### config.mk
export PLATFORM = sky130hd
export DESIGN_NAME = exec_unit
export DESIGN_NICKNAME = d
export VERILOG_FILES = /design/src/rtl/exec_unit.sv
export SDC_FILE = /design/constraint.sdc
export NUM_CORES = 1
export LEC_CHECK = 0
export CAP_MARGIN = 40
export CORE_MARGIN = 1.5
export CORE_UTILIZATION = 40
export DETAILED_ROUTE_END_ITERATION = 6
export GPL_ROUTABILITY_DRIVEN = 1
export PLACE_DENSITY = 0.7
export SKIP_LAST_GASP = 1
export SLEW_MARGIN = 20
export SYNTH_ARGS = -nofsm -noshare
export SYNTH_HDL_FRONTEND = slang
export SYNTH_SLANG_ARGS = --single-unit
### constraint.sdc
create_clock -name Clk -period 1.3 [get_ports Clk]
set_clock_uncertainty 0.1 [all_clocks]
set_input_delay 0.39 -clock Clk [delete_from_list [all_inputs] [get_ports Clk]]
set_output_delay 0.39 -clock Clk [all_outputs]
set_load 0.01 [all_outputs]
### src/rtl/exec_unit.sv
// Execute stage: ALU plus optional iterative multiply/divide.
// EXEC_MULDIV_EN enables the MUL/DIVU/REMU shift-add / restoring FSM.
module exec_unit #(
  parameter int l = 16,
  parameter int a = 3
) (
  input  logic         Clk,
  input  logic         RstN,
  input  logic         Start,
  input  logic [3:0]   Op,
  input  logic [a-1:0] AddrA,
  input  logic [l-1:0] OperandB,
  input  logic [l-1:0] OperandC,
  input  logic [l-1:0] InFlags,
  output logic         Busy,
  output logic         Done,
  output logic [a-1:0] OutAddrA,
  output logic [l-1:0] OutDataA,
  output logic [l-1:0] OutNewFlags
);

  localparam int SW = $clog2(l);

`ifdef EXEC_MULDIV_EN
  typedef enum logic [1:0] {Idle, Fin, Mul, Div} stateT;
`else
  typedef enum logic {Idle, Fin} stateT;
`endif

  stateT state;

  logic [SW-1:0] amt;
  logic [l:0]    sum;
  logic [l:0]    dif;
  logic [l:0]    shlV;
  logic [l:0]    shrV;
  logic [l:0]    sraV;
  logic [l-1:0]  aluRes;
  logic          aluC;
  logic          aluV;
  logic          aluDz;
  logic          aluIll;
  logic          goMul;
  logic          goDiv;

  function automatic logic [l-1:0] mkFlags(
    input logic [l-1:0] f,
    input logic [l-1:0] res,
    input logic         c,
    input logic         v,
    input logic         dz,
    input logic         ill
  );
    logic [l-1:0] r;
    r    = f;
    r[0] = (res == '0);
    r[1] = res[l-1];
    r[2] = c;
    r[3] = v;
    r[4] = dz;
    r[5] = ill;
    return r;
  endfunction

  assign amt  = OperandC[SW-1:0];
  assign sum  = {1'b0, OperandB} + {1'b0, OperandC};
  assign dif  = {1'b0, OperandB} - {1'b0, OperandC};
  assign shlV = {1'b0, OperandB} << amt;
  assign shrV = {OperandB, 1'b0} >> amt;
  assign sraV = $unsigned($signed({OperandB, 1'b0}) >>> amt);

  // Single-cycle result, flag inputs and iterative-op dispatch
  always_comb begin
    aluRes = OperandB;
    aluC   = 1'b0;
    aluV   = 1'b0;
    aluDz  = 1'b0;
    aluIll = 1'b0;
    goMul  = 1'b0;
    goDiv  = 1'b0;
    unique case (1'b1)
      (Op == 4'd0): begin
        aluRes = sum[l-1:0];
        aluC   = sum[l];
        aluV   = (OperandB[l-1] == OperandC[l-1]) &&
                 (sum[l-1] != OperandB[l-1]);
      end
      (Op == 4'd1): begin
        aluRes = dif[l-1:0];
        aluC   = ~dif[l];
        aluV   = (OperandB[l-1] != OperandC[l-1]) &&
                 (dif[l-1] != OperandB[l-1]);
      end
      (Op == 4'd2): aluRes = OperandB & OperandC;
      (Op == 4'd3): aluRes = OperandB | OperandC;
      (Op == 4'd4): aluRes = OperandB ^ OperandC;
      (Op == 4'd5): begin
        aluRes = shlV[l-1:0];
        aluC   = shlV[l];
      end
      (Op == 4'd6): begin
        aluRes = shrV[l:1];
        aluC   = shrV[0];
      end
      (Op == 4'd7): begin
        aluRes = sraV[l:1];
        aluC   = sraV[0];
      end
`ifdef EXEC_MULDIV_EN
      (Op == 4'd8): goMul = 1'b1;
      (Op == 4'd9): begin
        if (OperandC == '0) begin
          aluRes = '1;
          aluDz  = 1'b1;
        end else begin
          goDiv = 1'b1;
        end
      end
      (Op == 4'd10): begin
        if (OperandC == '0) begin
          aluRes = OperandB;
          aluDz  = 1'b1;
        end else begin
          goDiv = 1'b1;
        end
      end
`else
      (Op >= 4'd8 && Op <= 4'd10): begin
        aluRes = '0;
        aluIll = 1'b1;
      end
`endif
      default: aluRes = OperandB;
    endcase
  end

`ifdef EXEC_MULDIV_EN
  logic [l-1:0]  accR;
  logic [l-1:0]  opB;
  logic [l-1:0]  opC;
  logic [l-1:0]  flagsR;
  logic [a-1:0]  addrR;
  logic [SW-1:0] cnt;
  logic          isRem;
  logic [l-1:0]  mulAcc;
  logic [l:0]    divTmp;
  logic [l:0]    divDif;
  logic [l-1:0]  remN;
  logic [l-1:0]  quoN;
  logic [l-1:0]  divRes;
  logic          lastIt;

  assign mulAcc = opC[0] ? accR + opB : accR;
  assign divTmp = {accR, opB[l-1]};
  assign divDif = divTmp - {1'b0, opC};
  assign remN   = divDif[l] ? divTmp[l-1:0] : divDif[l-1:0];
  assign quoN   = {opB[l-2:0], ~divDif[l]};
  assign divRes = isRem ? remN : quoN;
  assign lastIt = (cnt == SW'(l - 1));
  assign Busy   = (state == Mul) || (state == Div);
`else
  assign Busy = 1'b0;
`endif

  // Control FSM, iterative datapath and registered write-port outputs
  always_ff @(posedge Clk or negedge RstN) begin
    if (!RstN) begin
      state       <= Idle;
      Done        <= 1'b0;
      OutAddrA    <= '0;
      OutDataA    <= '0;
      OutNewFlags <= '0;
`ifdef EXEC_MULDIV_EN
      accR   <= '0;
      opB    <= '0;
      opC    <= '0;
      flagsR <= '0;
      addrR  <= '0;
      cnt    <= '0;
      isRem  <= 1'b0;
`endif
    end else begin
      Done <= 1'b0;
      unique case (state)
        Idle, Fin: begin
          state <= Idle;
          if (Start) begin
`ifdef EXEC_MULDIV_EN
            flagsR <= InFlags;
            addrR  <= AddrA;
            if (goMul || goDiv) begin
              state <= goMul ? Mul : Div;
              accR  <= '0;
              opB   <= OperandB;
              opC   <= OperandC;
              cnt   <= '0;
              isRem <= (Op == 4'd10);
            end else
`endif
            begin
              state       <= Fin;
              Done        <= 1'b1;
              OutAddrA    <= AddrA;
              OutDataA    <= aluRes;
              OutNewFlags <= mkFlags(InFlags, aluRes, aluC,
                                     aluV, aluDz, aluIll);
            end
          end
        end
`ifdef EXEC_MULDIV_EN
        Mul: begin
          accR <= mulAcc;
          opB  <= opB << 1;
          opC  <= opC >> 1;
          cnt  <= cnt + 1'b1;
          if (lastIt) begin
            state       <= Fin;
            Done        <= 1'b1;
            OutAddrA    <= addrR;
            OutDataA    <= mulAcc;
            OutNewFlags <= mkFlags(flagsR, mulAcc, 1'b0,
                                   1'b0, 1'b0, 1'b0);
          end
        end
        Div: begin
          accR <= remN;
          opB  <= quoN;
          cnt  <= cnt + 1'b1;
          if (lastIt) begin
            state       <= Fin;
            Done        <= 1'b1;
            OutAddrA    <= addrR;
            OutDataA    <= divRes;
            OutNewFlags <= mkFlags(flagsR, divRes, 1'b0,
                                   1'b0, 1'b0, 1'b0);
          end
        end
`endif
      endcase
    end
  end

endmodule

Word-level counts from Yosys, hierarchy flattened
Index checks and enable logic that the tools add are counted.
Storage, ports and cells
  logic and storage cells: 36
  memories: 0
  latch bits: 0
  input port bits: 58
  flip-flop bits (word level): 35
  ROM bits: 0
  bits in writable memories: 0
  output and inout bits: 37
Cells by class
  divide/modulo/power cells: 0
  shifts and indexed selects: 3
  reduce and logical (&&, ||, !) cells: 5
  multipliers: 0
  $lt $le $gt $ge: 2
  add/sub/neg operators: 2
  bitwise logic cells: 4
  eq/ne operators: 11
  muxes and demuxes: 5
Operators with widths (count)
  16-bit one-hot mux with 9 select lines: 1
  16-bit by 16-bit adder with 17-bit output: 1
  16-bit by 4-bit left shift with 17-bit output: 1
  17-bit by 4-bit >> shifter with 17-bit output: 1
  17-bit by 4-bit >>> shifter with 17-bit output: 1
  16-bit by 16-bit subtractor with 17-bit output: 1
  16-bit AND: 1
  4-bit by 3-bit equality test with 1-bit output (second input constant): 4
  16-bit logical NOT: 1
  16-bit bitwise OR: 1
  16-bit XOR: 1
  4-bit by 2-bit equality test with 1-bit output (second input constant): 2
  1-bit one-hot mux with 5 select lines: 1
  4-bit by 1-bit equality test with 1-bit output (second input constant): 1
  4-bit greater-or-equal comparator (second input constant): 1
  4-bit <= comparator (second input constant): 1
  4-bit logical NOT: 1
  1-bit logical AND: 3
  1-bit != test: 3
  1-bit two-way mux: 2
  1-bit one-hot mux with 2 select lines: 1
  1-bit equality test: 1
  1-bit inverter: 1

Logic depth before layout (Yosys ltp)
Gate-level depths: netlist (run 1).
  depth in word-level cells: 4
  mapped depth: 15
  mapped depth without buffers: 14

Worst setup path after synthesis (run 1)
Ideal clock, no wire load.
  kind: input to register
  start point: input OperandC[1]
  end point: register OutNewFlags[3]
  setup slack: -2.195 ns
  stages: 13
  library setup time: 0.125 ns
  buffers on the path: 3
  data required time: 1.075 ns
  arrival time: 3.271 ns
  cells stage by stage: buf_2 buf_2 inv_1 buf_2 ha_1 a211oi_1 o21ai_1 a311oi_2 a21oi_1 o21ai_0 a21oi_1 mux4_2 mux2_2
On the way
  word-level cells in the longest chain between the ends: 4
  elaborated cells on any way between the ends: 7
  those cells by class: add/sub (2); eq/ne (2); mux (1); reduce/logical (2)
Ends and longest elaborated chain
  from (decl): RTL line 13  | input logic [l-1:0] OperandC,
  16-bit by 16-bit subtractor with 17-bit output / 16-bit by 16-bit adder with 17-bit output (equally long branches): RTL line 67, 66
  1-bit != test (on tied branches): RTL line 92, 86
  1-bit logical AND (on tied branches): RTL line 91, 85
  1-bit one-hot mux with 2 select lines *: RTL line 81  | unique case (1'b1)
  to (signal assigned): RTL line 205  | OutNewFlags <= mkFlags(InFlags, aluRes, aluC,
  to (decl): RTL line 19  | output logic [l-1:0] OutNewFlags
Mark *: on every way between the ends. The rest lies on a longest branch, timed or not.
A chain may end at the register's enable or synchronous reset.

Worst setup path in the final report (run 1)
  start point: input OperandB[6]
  end point: register OutNewFlags[1]
On the way
  word-level cells in the longest chain between the ends: 2
  elaborated cells on any way between the ends: 6
  those cells by class: add/sub (2); shift (3); mux (1)
Ends and longest elaborated chain
  from (decl): RTL line 12  | input logic [l-1:0] OperandB,
  16-bit by 16-bit subtractor with 17-bit output, or another cell as far along: RTL line 67  | assign dif = {1'b0, OperandB} - {1'b0, OperandC};
  16-bit one-hot mux with 9 select lines *: RTL line 81
Marked as above.

==> impl_metrics.tcl, run 1 <==
set metrics [dict create \
    outcome "complete, but fails checks" \
    violations "DRC, setup timing" \
    rsz0062_at_grt "true" \
    hold_violations 0 \
    regArea_um2 850.8 \
    drive_above_1_share_pct 56.20 \
    layout_commonest_cell "buf_4" \
    cap_violations 0 \
    root_buffer "clkbuf_16" \
    reg2reg_depth 4 \
    yosysSeqAreaShare_pct 15.06 \
    ir_drop_v 0.0008084 \
    worst_setup_path_start_kind "primary input" \
    synth_edf_count 0 \
    powerDensity_mw_per_mm2 653.4 \
    final_cell_mix "buf_4 (275), nor2_1 (61), nand2_1 (49), buf_6 (46), a21oi_1 (43)" \
    min_path_type "in -> async" \
    cp.required_ns 1.36 \
    ys.flop_type "dfrtp_1" \
    ys_top_cells_by_area "dfrtp_1 (15%), ha_1 (11%), mux2_2 (6.0%)" \
    drtIter0Drc 975 \
    ios 95 \
    die_w_um 121.8 \
    path_cells "buf_4 -> inv_2 -> ha_4 -> nor2b_4 -> a2111o_1 -> a31oi_4 -> o21ai_2 -> a211o_1 -> buf_6 -> a21oi_4 -> nor2_4 -> nor4_2 -> a211oi_2 -> mux2_4" \
    die_h_um 121.8 \
    n_antenna_cell 0 \
    wl_mm 28.39 \
    dp_hpwl_mm 19.14 \
    dpl-instance-area_mm2 0.008700 \
    clock.fmax_mhz 342.1 \
    num_vias 7886 \
    clock-sinks 34 \
    slew_viol_final 0 \
    finalSetupViolations 22 \
    ys_types 77 \
    viasPerCell 6.180 \
    worstSetupPathType "in -> reg" \
    worstPathArrival_ns 2.98 \
    synth-seq-cells 34 \
    synthArstFlopShare_pct 100.0 \
    tightestPinTransition_ns 0.5156 \
    floorplan.die_area_mm2 0.01484 \
    syn_inst 745 \
    holdWs_ns 0.3795 \
    antenna_found_initial 0 \
    h-tree-depth 2 \
    cts.path.max_buffers 2 \
    regToRegSetupSlack_ns 0.08 \
    cts.clk_slew.worst_paths_ns 0.05 \
    firstDrtPassIters 7 \
    cp_slowest_cell "a2111o_1" \
    clock_latency_ns 0.28 \
    cts_buffers 5 \
    fin_ws_ns -1.623 \
    syn-cell-area_mm2 0.005648 \
    design_area_mm2 0.01034 \
    yosysTopAreaCell "dfrtp_1" \
    min_period_over_period_pct 224.9 \
    grt_max_degree 39 \
    grt_pass1_wl_mm 38.47 \
    slew_headroom_pct 65.48 \
    grt_pass1_vias 7291 \
    drc_errors 1 \
    place.gp.congestion 0.9870 \
    cts_tree "done" \
    wl_per_cell_um 22.25 \
    fin_setup_tns_ns -23.43 \
    final_antenna_net_count 0 \
    max_stage_delay_ns 0.32 \
    port_buffers 86 \
    fillers 919 \
    yosys_warnings 0 \
    min_period_ns 2.923 \
    overflow 0 \
    row_count 43 \
    nNetsFinal 1204 \
    p_leak_nw 4.610 \
    cp-end-kind "register" \
    core_area_mm2 0.01383 \
    cp_max_fo 5 \
    synth_top_area_share_pct 15.06 \
    grt_util_all_layers_pct 33.23 \
    syn_avg_cell_area_um2 7.581 \
    start_util_pct 40.85 \
    area_delta_synth_final_pct 83.03 \
    multi_input_area_mm2 0.005528 \
]
-- area by class of cell --
cell class,count,share of cell area [%]
tap,180,2.179
clock inverter,1,0.04841
sequential,34,8.230
timing repair buffer,404,32.56
clock buffer,7,1.380
multi-input combinational,600,53.47
inverter,50,2.130
-- worst max-delay path, delay by kind of cell --
kind / cells / cell delay, ns
AO/OA/AOI/OAI: 6 / 1.19
adder cells (fa/ha/maj): 1 / 0.24
buffers and inverters: 3 / 0.39
multiplexers: 1 / 0.28
AND/OR/NAND/NOR: 3 / 0.49
-- synth_stat cells (6+ instances only) --
cell type,count
nor2b_1,14
ha_1,49
mux4_2,11
o21ai_0,55
nor3_1,21
o211ai_1,10
nor2_1,76
a21oi_1,63
nand2_1,53
a21o_1,8
a31oi_1,10
mux2_2,30
nor4_1,6
nand2b_1,11
inv_1,48
o2111ai_1,7
dfrtp_1,34
a22oi_1,7
xnor2_1,7
nand3_1,12
clkbuf_1,29
a22o_1,7
mux2i_1,28
a32oi_1,6
o22ai_1,9
a211oi_1,14
buf_2,23
-- sequential cells by signal, summed over array words and instances, names as in the netlist --
name / count
OutNewFlags: 15
Done: 1
OutAddrA: 3
OutDataA: 15
-- report_power, final --
part / internal (mW) / switching [mW] / leakage (nW)
clock network: 0.758 / 0.421 / 0.0739
logic: 2.16 / 2.14 / 4.12
registers: 1.20 / 0.0833 / 0.413
-- stage by stage --
step           setup slack, ns  std cells  util [%]  power (mW)
2_1_floorplan           -1.756        746         -       2.969
3_3_place_gp            -2.304       1221     62.92       4.624
3_5_place_dp            -2.438       1221     62.92       4.671
4_1_cts                 -1.664       1254     68.57       6.102
5_1_grt                 -1.663       1276     74.76       7.048
6_report                -1.623       1276     74.76       6.754
-- per-layer routing --
layer	vias up	wire (um)	track usage (%)
met2	570	13190	54.42
met4	0	1862	14.49
met3	185	2640	4.682
li1	3453	-	-
met1	3678	10700	43.56
met5	-	0	0
-- logic make-up after synthesis --
group | count (synthesis) | synth area share [%]
compound gates | 254 | 30.15
simple gates | 217 | 18.32
buf+inv | 112 | 8.418
mux | 69 | 15.33
fa+ha+maj | 51 | 11.56
flops | 34 | 15.06
xor+xnor | 7 | 1.086
other cells | 1 | 0.06640
-- worst paths after layout --
| path | startpoint | endpoint |
|---|---|---|
| max in group asynchronous | RstN | OutDataA[7]$_DFFE_PN0P_ |
| worst min register to register | OutDataA[1]$_DFFE_PN0P_ | OutDataA[1]$_DFFE_PN0P_ |
| worst min-delay path | RstN | OutNewFlags[8]$_DFFE_PN0P_ |
| worst max register to register | OutNewFlags[1]$_DFFE_PN0P_ | OutNewFlags[1]$_DFFE_PN0P_ |
| worst max-delay path | OperandB[6] | OutNewFlags[1]$_DFFE_PN0P_ |
| min in group Clk | OutDataA[1]$_DFFE_PN0P_ | OutDataA[1]$_DFFE_PN0P_ |
-- what timing repair did --
action,CTS,global route
hold buffers,0,0
gates resized for setup,356,197
setup endpoints to repair,59,52
buffers inserted,26,27
pin swaps,50,85
cloned,0,3
Power figures use the tool's default switching activity.
==> run 2, diff against run 1 <==
- clock period: 1.3 -> 3.4 ns (I/O delays scaled with it)
==> run 2 against run 1 <==
Effect of this change:
- the run still ends with DRC, setup timing left
- highest routed layer unchanged
- critical endpoint is now OutNewFlags[0]$_DFFE_PN0P_
- register-to-register slack improved by 2.4 ns
- die area did not move
- combinational power fell by 65%
- hold slack improved by 0.026 ns
- design area fell by 4.9%
- sequential power fell by 62%
- critical path depth did not move
- non-clock buffer count fell by 19
- sequential cell count did not move
==> impl_metrics.tcl, run 2 (synthesized netlist as in run 1, its figures left out) <==
set metrics [dict create \
    outcome "complete, but fails checks" \
    violations "DRC, setup timing" \
    tightestPinTransition_ns 0.6528 \
    clock_latency_ns 0.28 \
    switching_share_pct 37.27 \
    ios 95 \
    wl_per_cell_um 20.70 \
    final_cell_mix "buf_4 (273), nor2_1 (66), clkdlybuf4s50_1 (53), nand2_1 (52), a21oi_1 (49)" \
    fin_setup_tns_ns -0.3271 \
    port_buffers 86 \
    grt_pass1_vias 7343 \
    nNetsFinal 1185 \
    dp_hpwl_mm 18.73 \
    cts_tree "done" \
    hold_path.startpoint "OutNewFlags[11]$_DFFE_PN0P_" \
    overflow 0 \
    regToRegSetupSlack_ns 2.46 \
    grt_max_degree 39 \
    drive_above_1_share_pct 46.70 \
    reg2reg_depth 2 \
    worstSetupPathType "in -> reg" \
    min_period_over_period_pct 107.3 \
    powerDensity_mw_per_mm2 258.4 \
    grt_util_all_layers_pct 33.32 \
    r2r-start "OutDataA[8]$_DFFE_PN0P_" \
    cts.path.max_buffers 2 \
    place.gp.congestion 0.9670 \
    h-tree-depth 2 \
    cap_violations 0 \
    holdWs_ns 0.4053 \
    p_leak_nw 4.381 \
    min_period_ns 3.648 \
    row_count 43 \
    n_antenna_cell 0 \
    clkPwrFrac_pct 21.0 \
    drc_errors 17 \
    cp.required_ns 3.47 \
    path_cells "buf_6 -> buf_6 -> buf_4 -> buf_4 -> ha_1 -> a21oi_1 -> o311ai_0 -> o211ai_1 -> nor4bb_4 -> a41oi_2 -> nor2_1 -> nor4b_4 -> nand4_1 -> o41ai_2" \
    dp_cells 1212 \
    cp_max_fo 5 \
    floorplan.die_area_mm2 0.01484 \
    slew_headroom_pct 56.32 \
    hold_violations 0 \
    firstDrtPassIters 7 \
    clock.fmax_mhz 274.1 \
    final_antenna_net_count 0 \
    viasPerCell 6.068 \
    hold-path-endpoint "OutNewFlags[11]$_DFFE_PN0P_" \
    max_stage_delay_ns 0.37 \
    worstPathArrival_ns 3.72 \
    cts_buffers 5 \
    worst_setup_path_start_kind "primary input" \
    layout_commonest_cell "buf_4" \
    seqPwrFrac_pct 19.2 \
    wl_mm 26.02 \
    p_sw_mw 0.9472 \
    cts.clk_slew.worst_paths_ns 0.06 \
    ir_drop_v 0.0002259 \
    num_vias 7627 \
    comb_power_share_pct 59.8 \
    die_w_um 121.8 \
    clock-sinks 34 \
    min_path_type "reg -> reg" \
    worstPathBufferInverterCount 4 \
    core_area_mm2 0.01383 \
    slew_viol_final 0 \
    internal_power_mw 1.594 \
    root_buffer "clkbuf_16" \
    grt_pass1_wl_mm 38.48 \
    start_util_pct 40.85 \
    fin_ws_ns -0.2480 \
    die_h_um 121.8 \
    finalSetupViolations 2 \
    cp-end-kind "register" \
    drtIter0Drc 909 \
    fin_cells 1257 \
    reg2reg_to "OutDataA[8]$_DFFE_PN0P_" \
    reg_top3 "OutDataA (15), OutNewFlags (15), OutAddrA (3)" \
    antenna_found_initial 0 \
    dp_slack_ns -0.9499 \
    cp_slowest_cell "o41ai_2" \
    area_delta_synth_final_pct 74.12 \
    rsz0062_at_grt "true" \
    worstHoldPathCells 1 \
    crit_family "compound AO/OA/AOI/OAI gates" \
]
-- run 2: timing repair --
item / 4_1_cts / 5_1_grt
gates resized for setup: 193 / 89
hold buffers: 0 / 0
endpoints found under the hold margin: 0 / 0
setup buffers: 27 / 8
pin swaps: 46 / 52
endpoints found under the setup margin: 15 / 7
gates cloned: 2 / 1
-- run 2: layer usage --
metal | vias to the layer above | routed length (um) | GRT usage, %
met2 | 512 | 12230 | 55.44
met4 | 0 | 1678 | 15.51
met1 | 3555 | 9837 | 42.70
li1 | 3411 | - | -
met5 | - | 0 | 0
met3 | 149 | 2278 | 4.448
-- run 2: per-stage QoR --
stage                     power (mW)  utilization (%)  cell area [um2]
after detailed placement       1.753            62.11             8588
final                          2.541            71.12             9834
after global routing           2.645            71.12             9834
after global placement         1.727            62.11             8588
after floorplan                1.112                -             5848
after CTS                      2.406            68.28             9442
-- run 2: layout make-up --
type,instances,area [um2]
multi-input cells,600,5049
fillers,1002,3993
repair buffers,385,3318
flip-flops and latches,34,850.8
well taps,180,225.2
inverters,50,221.5
clock buffers,5,125.1
clock inverters,3,45.04
-- run 2: power by group through the flow --
stage          sequential [mW]  combinational [mW]  clock, mW
6_report                 0.488                1.52      0.533
5_1_grt                  0.493                1.60      0.550
4_1_cts                  0.487                1.39      0.531
3_5_place_dp             0.493                1.26          0
3_3_place_gp             0.488                1.24          0
2_1_floorplan            0.515               0.596          0
-- run 2: how the worst max path moves through the flow --
stage                            endpoint   startpoint  slack, ns  cells past startpoint
2_1_floorplan  OutNewFlags[3]$_DFFE_PN0P_  OperandC[1]      -0.29                     13
3_3_place_gp   OutNewFlags[0]$_DFFE_PN0P_  OperandB[3]      -0.87                     13
3_5_place_dp   OutNewFlags[0]$_DFFE_PN0P_  OperandB[8]      -0.95                     14
4_1_cts        OutNewFlags[0]$_DFFE_PN0P_  OperandC[0]      -0.22                     12
5_1_grt        OutNewFlags[0]$_DFFE_PN0P_  OperandB[0]      -0.28                     16
6_report       OutNewFlags[0]$_DFFE_PN0P_  OperandB[7]      -0.25                     14
-- run 2: worst register-to-register path, stage by stage (launching register included) --
cell,delay [ns]
dfrtp_1,0.37
nor2b_1,0.13
a31o_2,0.22
==> run 3, diff against run 2 <==
- CORE_UTILIZATION: 40 -> 45
- PLACE_DENSITY: 0.7 -> 0.76
==> run 3 against run 2 <==
Effect of this change:
- sequential power is 0.8% higher
- combinational power is 5% higher
- the run ends with setup timing left
- sequential cell count unchanged
- critical endpoint unchanged
- hold slack got worse by 0.0090 ns
- highest routed layer unchanged
- design area is 0.73% higher
==> impl_metrics.tcl, run 3 (synthesized netlist as in run 1, its figures left out) <==
set metrics [dict create \
    port_buffers 86 \
    clock_latency_ns 0.28 \
    core_area_mm2 0.01211 \
    ir_drop_v 0.0002728 \
    place.gp.congestion 1.003 \
    row_count 40 \
    n_antenna_cell 0 \
    fin_util_pct 81.79 \
    drtIter0Drc 1067 \
    slew_viol_final 0 \
    grt_max_degree 39 \
    root_buffer "clkbuf_16" \
    grt_pass1_vias 7769 \
    min_period_over_period_pct 111.6 \
    reg_top3 "OutDataA (15), OutNewFlags (15), OutAddrA (3)" \
    overflow 0 \
    fin_ws_ns -0.3935 \
    fillers 756 \
    cap_violations 0 \
    cp.required_ns 3.48 \
    hold_path.startpoint "OutNewFlags[0]$_DFFE_PN0P_" \
    start_util_pct 46.63 \
    multi_input_area_mm2 0.005135 \
    die_h_um 115.0 \
    r2r-start "OutDataA[8]$_DFFE_PN0P_" \
    tightestPinTransition_ns 0.6615 \
    worstHoldPathCells 2 \
    reg2reg_to "OutDataA[8]$_DFFE_PN0P_" \
    wl_per_cell_um 23.66 \
    dp_hpwl_mm 20.58 \
    grt_pass1_wl_mm 42.02 \
    wl_mm 29.79 \
    finalSetupViolations 8 \
    powerDensity_mw_per_mm2 263.2 \
    cts_tree "done" \
    p_leak_nw 4.458 \
    min_path_type "reg -> reg" \
    outcome "complete, but fails checks" \
    hold-path-endpoint "OutNewFlags[0]$_DFFE_PN0P_" \
    cp-end-kind "register" \
    fin_setup_tns_ns -1.082 \
    h-tree-depth 2 \
    min_period_ns 3.793 \
    firstDrtPassIters 6 \
    antenna_found_initial 0 \
    holdWs_ns 0.3963 \
    reg2reg_depth 2 \
    hold_violations 0 \
    cts_buffers 5 \
    final_cell_mix "buf_4 (288), nor2_1 (69), clkdlybuf4s50_1 (53), nand2_1 (52), a21oi_1 (49)" \
    regArea_um2 850.8 \
    clock-sinks 34 \
    viasPerCell 6.367 \
    grt_util_all_layers_pct 41.27 \
    dp_slack_ns -0.9919 \
    layout_commonest_cell "buf_4" \
    worst_setup_path_start_kind "primary input" \
    worstSetupPathType "in -> reg" \
    cts.clk_slew.worst_paths_ns 0.05 \
    ctsHoldBuffers 0 \
    cp_max_fo 6 \
    drive_above_1_share_pct 47.02 \
    ios 95 \
    dp_cells 1208 \
    area_delta_synth_final_pct 75.39 \
    final_antenna_net_count 0 \
    num_vias 8016 \
    clock.fmax_mhz 263.6 \
    cts.path.max_buffers 2 \
    regToRegSetupSlack_ns 2.41 \
    worstPathArrival_ns 3.87 \
    rsz0062_at_grt "true" \
    slew_headroom_pct 55.90 \
    drc_errors 0 \
    floorplan.die_area_mm2 0.01323 \
    die_w_um 115.0 \
    violations "setup timing" \
    fin_cells 1259 \
    nNetsFinal 1199 \
]
## run 3: cell count changes in the layout (fill, tap and decap cells not counted), moves of 3 or more
| cell | change |
|---|---|
| a22o_2 | +3 |
| nor4_2 | -3 |
| inv_1 | +4 |
| nor4_4 | +4 |
| inv_4 | -3 |
| a22o_1 | -3 |
| nor2_1 | +3 |
| a21oi_4 | +3 |
| mux2i_1 | +3 |
| buf_4 | +15 |
| mux2i_2 | -3 |
| a21oi_2 | -3 |
## run 3: power breakdown
group / internal, mW / switching (mW) / leakage [nW] / total (mW)
logic: 0.811 / 0.788 / 3.97 / 1.60
clock network: 0.346 / 0.170 / 0.0781 / 0.516
registers: 0.458 / 0.0343 / 0.413 / 0.492
## run 3: area by class of cell
class,instances,area share [%]
Clock buffer,7,1.339
Clock inverter,1,0.3031
Inverter,50,2.084
Multi-Input combinational cell,600,51.84
Sequential cell,34,8.589
Tap cell,168,2.122
Timing Repair Buffer,399,33.72
## run 3: worst max-delay path: stages
cell and delay [ns]:
buf_2 0.11, buf_6 0.12, buf_4 0.14, buf_4 0.18, mux2i_1 0.21, a2111oi_0 0.15
buf_4 0.16, a31oi_2 0.24, a22o_2 0.30, a41oi_2 0.22, nor2_1 0.18, nor4b_4 0.29
nand4_1 0.23, o41ai_2 0.31
## run 3: what timing repair did
action,CTS,global route
setup buffers,24,19
setup endpoints to repair,16,11
cloned,0,1
pin swaps,45,54
resized for setup,193,85
## run 3: routing by layer
layer / GRT usage, % / up-vias / wire length (um)
met5: 0 / - / 0
met4: 21.89 / 0 / 2297
met3: 8.803 / 201 / 3205
met2: 67.86 / 647 / 13550
met1: 50.78 / 3728 / 10730
li1: - / 3440 / -
## run 3: how the worst max path moves through the flow
stage	from	endpoint	slack [ns]	cells past startpoint
detailed placement	OperandB[1]	OutNewFlags[3]$_DFFE_PN0P_	-0.99	11
global route	OperandB[0]	OutNewFlags[0]$_DFFE_PN0P_	-0.50	13
global placement	OperandC[2]	OutNewFlags[0]$_DFFE_PN0P_	-0.94	12
floorplan	OperandC[1]	OutNewFlags[3]$_DFFE_PN0P_	-0.29	13
finish	OperandB[4]	OutNewFlags[0]$_DFFE_PN0P_	-0.39	14
CTS	OperandC[0]	OutNewFlags[0]$_DFFE_PN0P_	-0.21	12
## run 3: per-stage QoR
stage	cell area [um2]	total power, mW
floorplan	5848	1.112
global placement	8607	1.750
detailed placement	8612	1.785
CTS	9444	2.421
global route	9906	2.700
finish	9906	2.607
==> RTL edit: new RTL, flow settings as in run 3 <==
The option `EXEC_MULDIV_EN` is turned on by a define.
--- a/src/rtl/exec_unit.sv
+++ b/src/rtl/exec_unit.sv
@@ -2,2 +2,4 @@
 // EXEC_MULDIV_EN enables the MUL/DIVU/REMU shift-add / restoring FSM.
+`define EXEC_MULDIV_EN
+
 module exec_unit #(
Formal check against the unedited RTL: not equivalent (Yosys sat finds a counterexample within 4 cycles, from zero or initial values and one cycle with RstN low).
==> RTL edit against run 3 <==
- the run ends with design-rule violations, negative setup slack left
- critical path depth rose by 1
- setup slack got worse by 130 ps
- clock power rose by 110%
- final area rose by 94%
- sequential cell count rose by 68
- routed wire length rose by 110%
- first-iteration DRC count rose by 74%
- power rose to 5.5 times the old value
- area after synthesis rose by 110%
==> RTL edit: results (changes against run 3) <==
• 7 — CP max FO, +1
• 59.9% — Area Overhead vs Synth
• 80 ps — clock-pin slew on the worst setup and hold paths, +30 ps
• 0.156 — Seq pwr share, -0.033
• 0.0154 — Clock buffers and inverters, area share, -0.000984
• 0.290 — compound-cell area share of the yosys netlist, -0.0113
• 2,027 — fill count, +170%
• 0.423 — total routing usage reported by global routing, +0.00986
• 0.00255 sq mm — register area, +200%
• 0.074 — proportion of power drawn by the clock network, -0.124
• 1.07 — gpl congestion, +6.6%
• flagsR[12]$_DFFE_PN0P_ — terminating pin of the worst hold path
• -528 ps — final worst setup slack, -134 ps
• 42 — post-CTS repair timing setup buffer count, +75%
• 0.0175 — parity-gate share of the synthesized area counting xor and xnor cells, +0.00664
• 0.294 — relative area of non-clock buffer cells in the final design, -0.0428
• 87 — number of I/O port buffers, +1.2%
• complete, but fails checks — outcome
• flagsR[12]$_DFFE_PN0P_ — hold wc startpoint
• -1430 ps — Setup TNS Final, -348 ps
• 90.6 mm — wire length of the first global-routing pass, +120%
• 16,100 — vias after detailed routing, +100%
• 0.516 — Max-Slew Margin vs Limit, -0.0428
• 0.0883 — multiplexer fraction of the synthesized cell area, -0.0650
• 2,403 — post-placement cell count, +99%
• 9 — Setup-failing EPs final, +1
• 1 — remaining routing DRC violations, +1
• design-rule violations, negative setup slack — violations in the final reports
• 7 — Pre-antenna DRT Iters, +1
RTL edit: per-layer routing:
layer	up-vias	global-route usage	part of all wire
met5	-	0	0
met2	1146	0.699	0.45
met1	7530	0.502	0.36
met4	0	0.302	0.096
li1	7021	-	-
met3	400	0.0663	0.098
RTL edit: worst max path at each step:
stage | start | to | slack, ps | cells past startpoint
floorplan | OperandC[1] | OutNewFlags[0]$_DFFE_PN0P_ | -290 | 14
global placement | OperandB[11] | OutNewFlags[0]$_DFFE_PN0P_ | -1470 | 12
detailed placement | OperandB[4] | OutNewFlags[0]$_DFFE_PN0P_ | -1450 | 13
CTS | OperandC[4] | OutNewFlags[0]$_DFFE_PN0P_ | -420 | 14
global route | OperandC[0] | OutNewFlags[0]$_DFFE_PN0P_ | -650 | 13
finish | OperandC[0] | OutNewFlags[0]$_DFFE_PN0P_ | -530 | 15
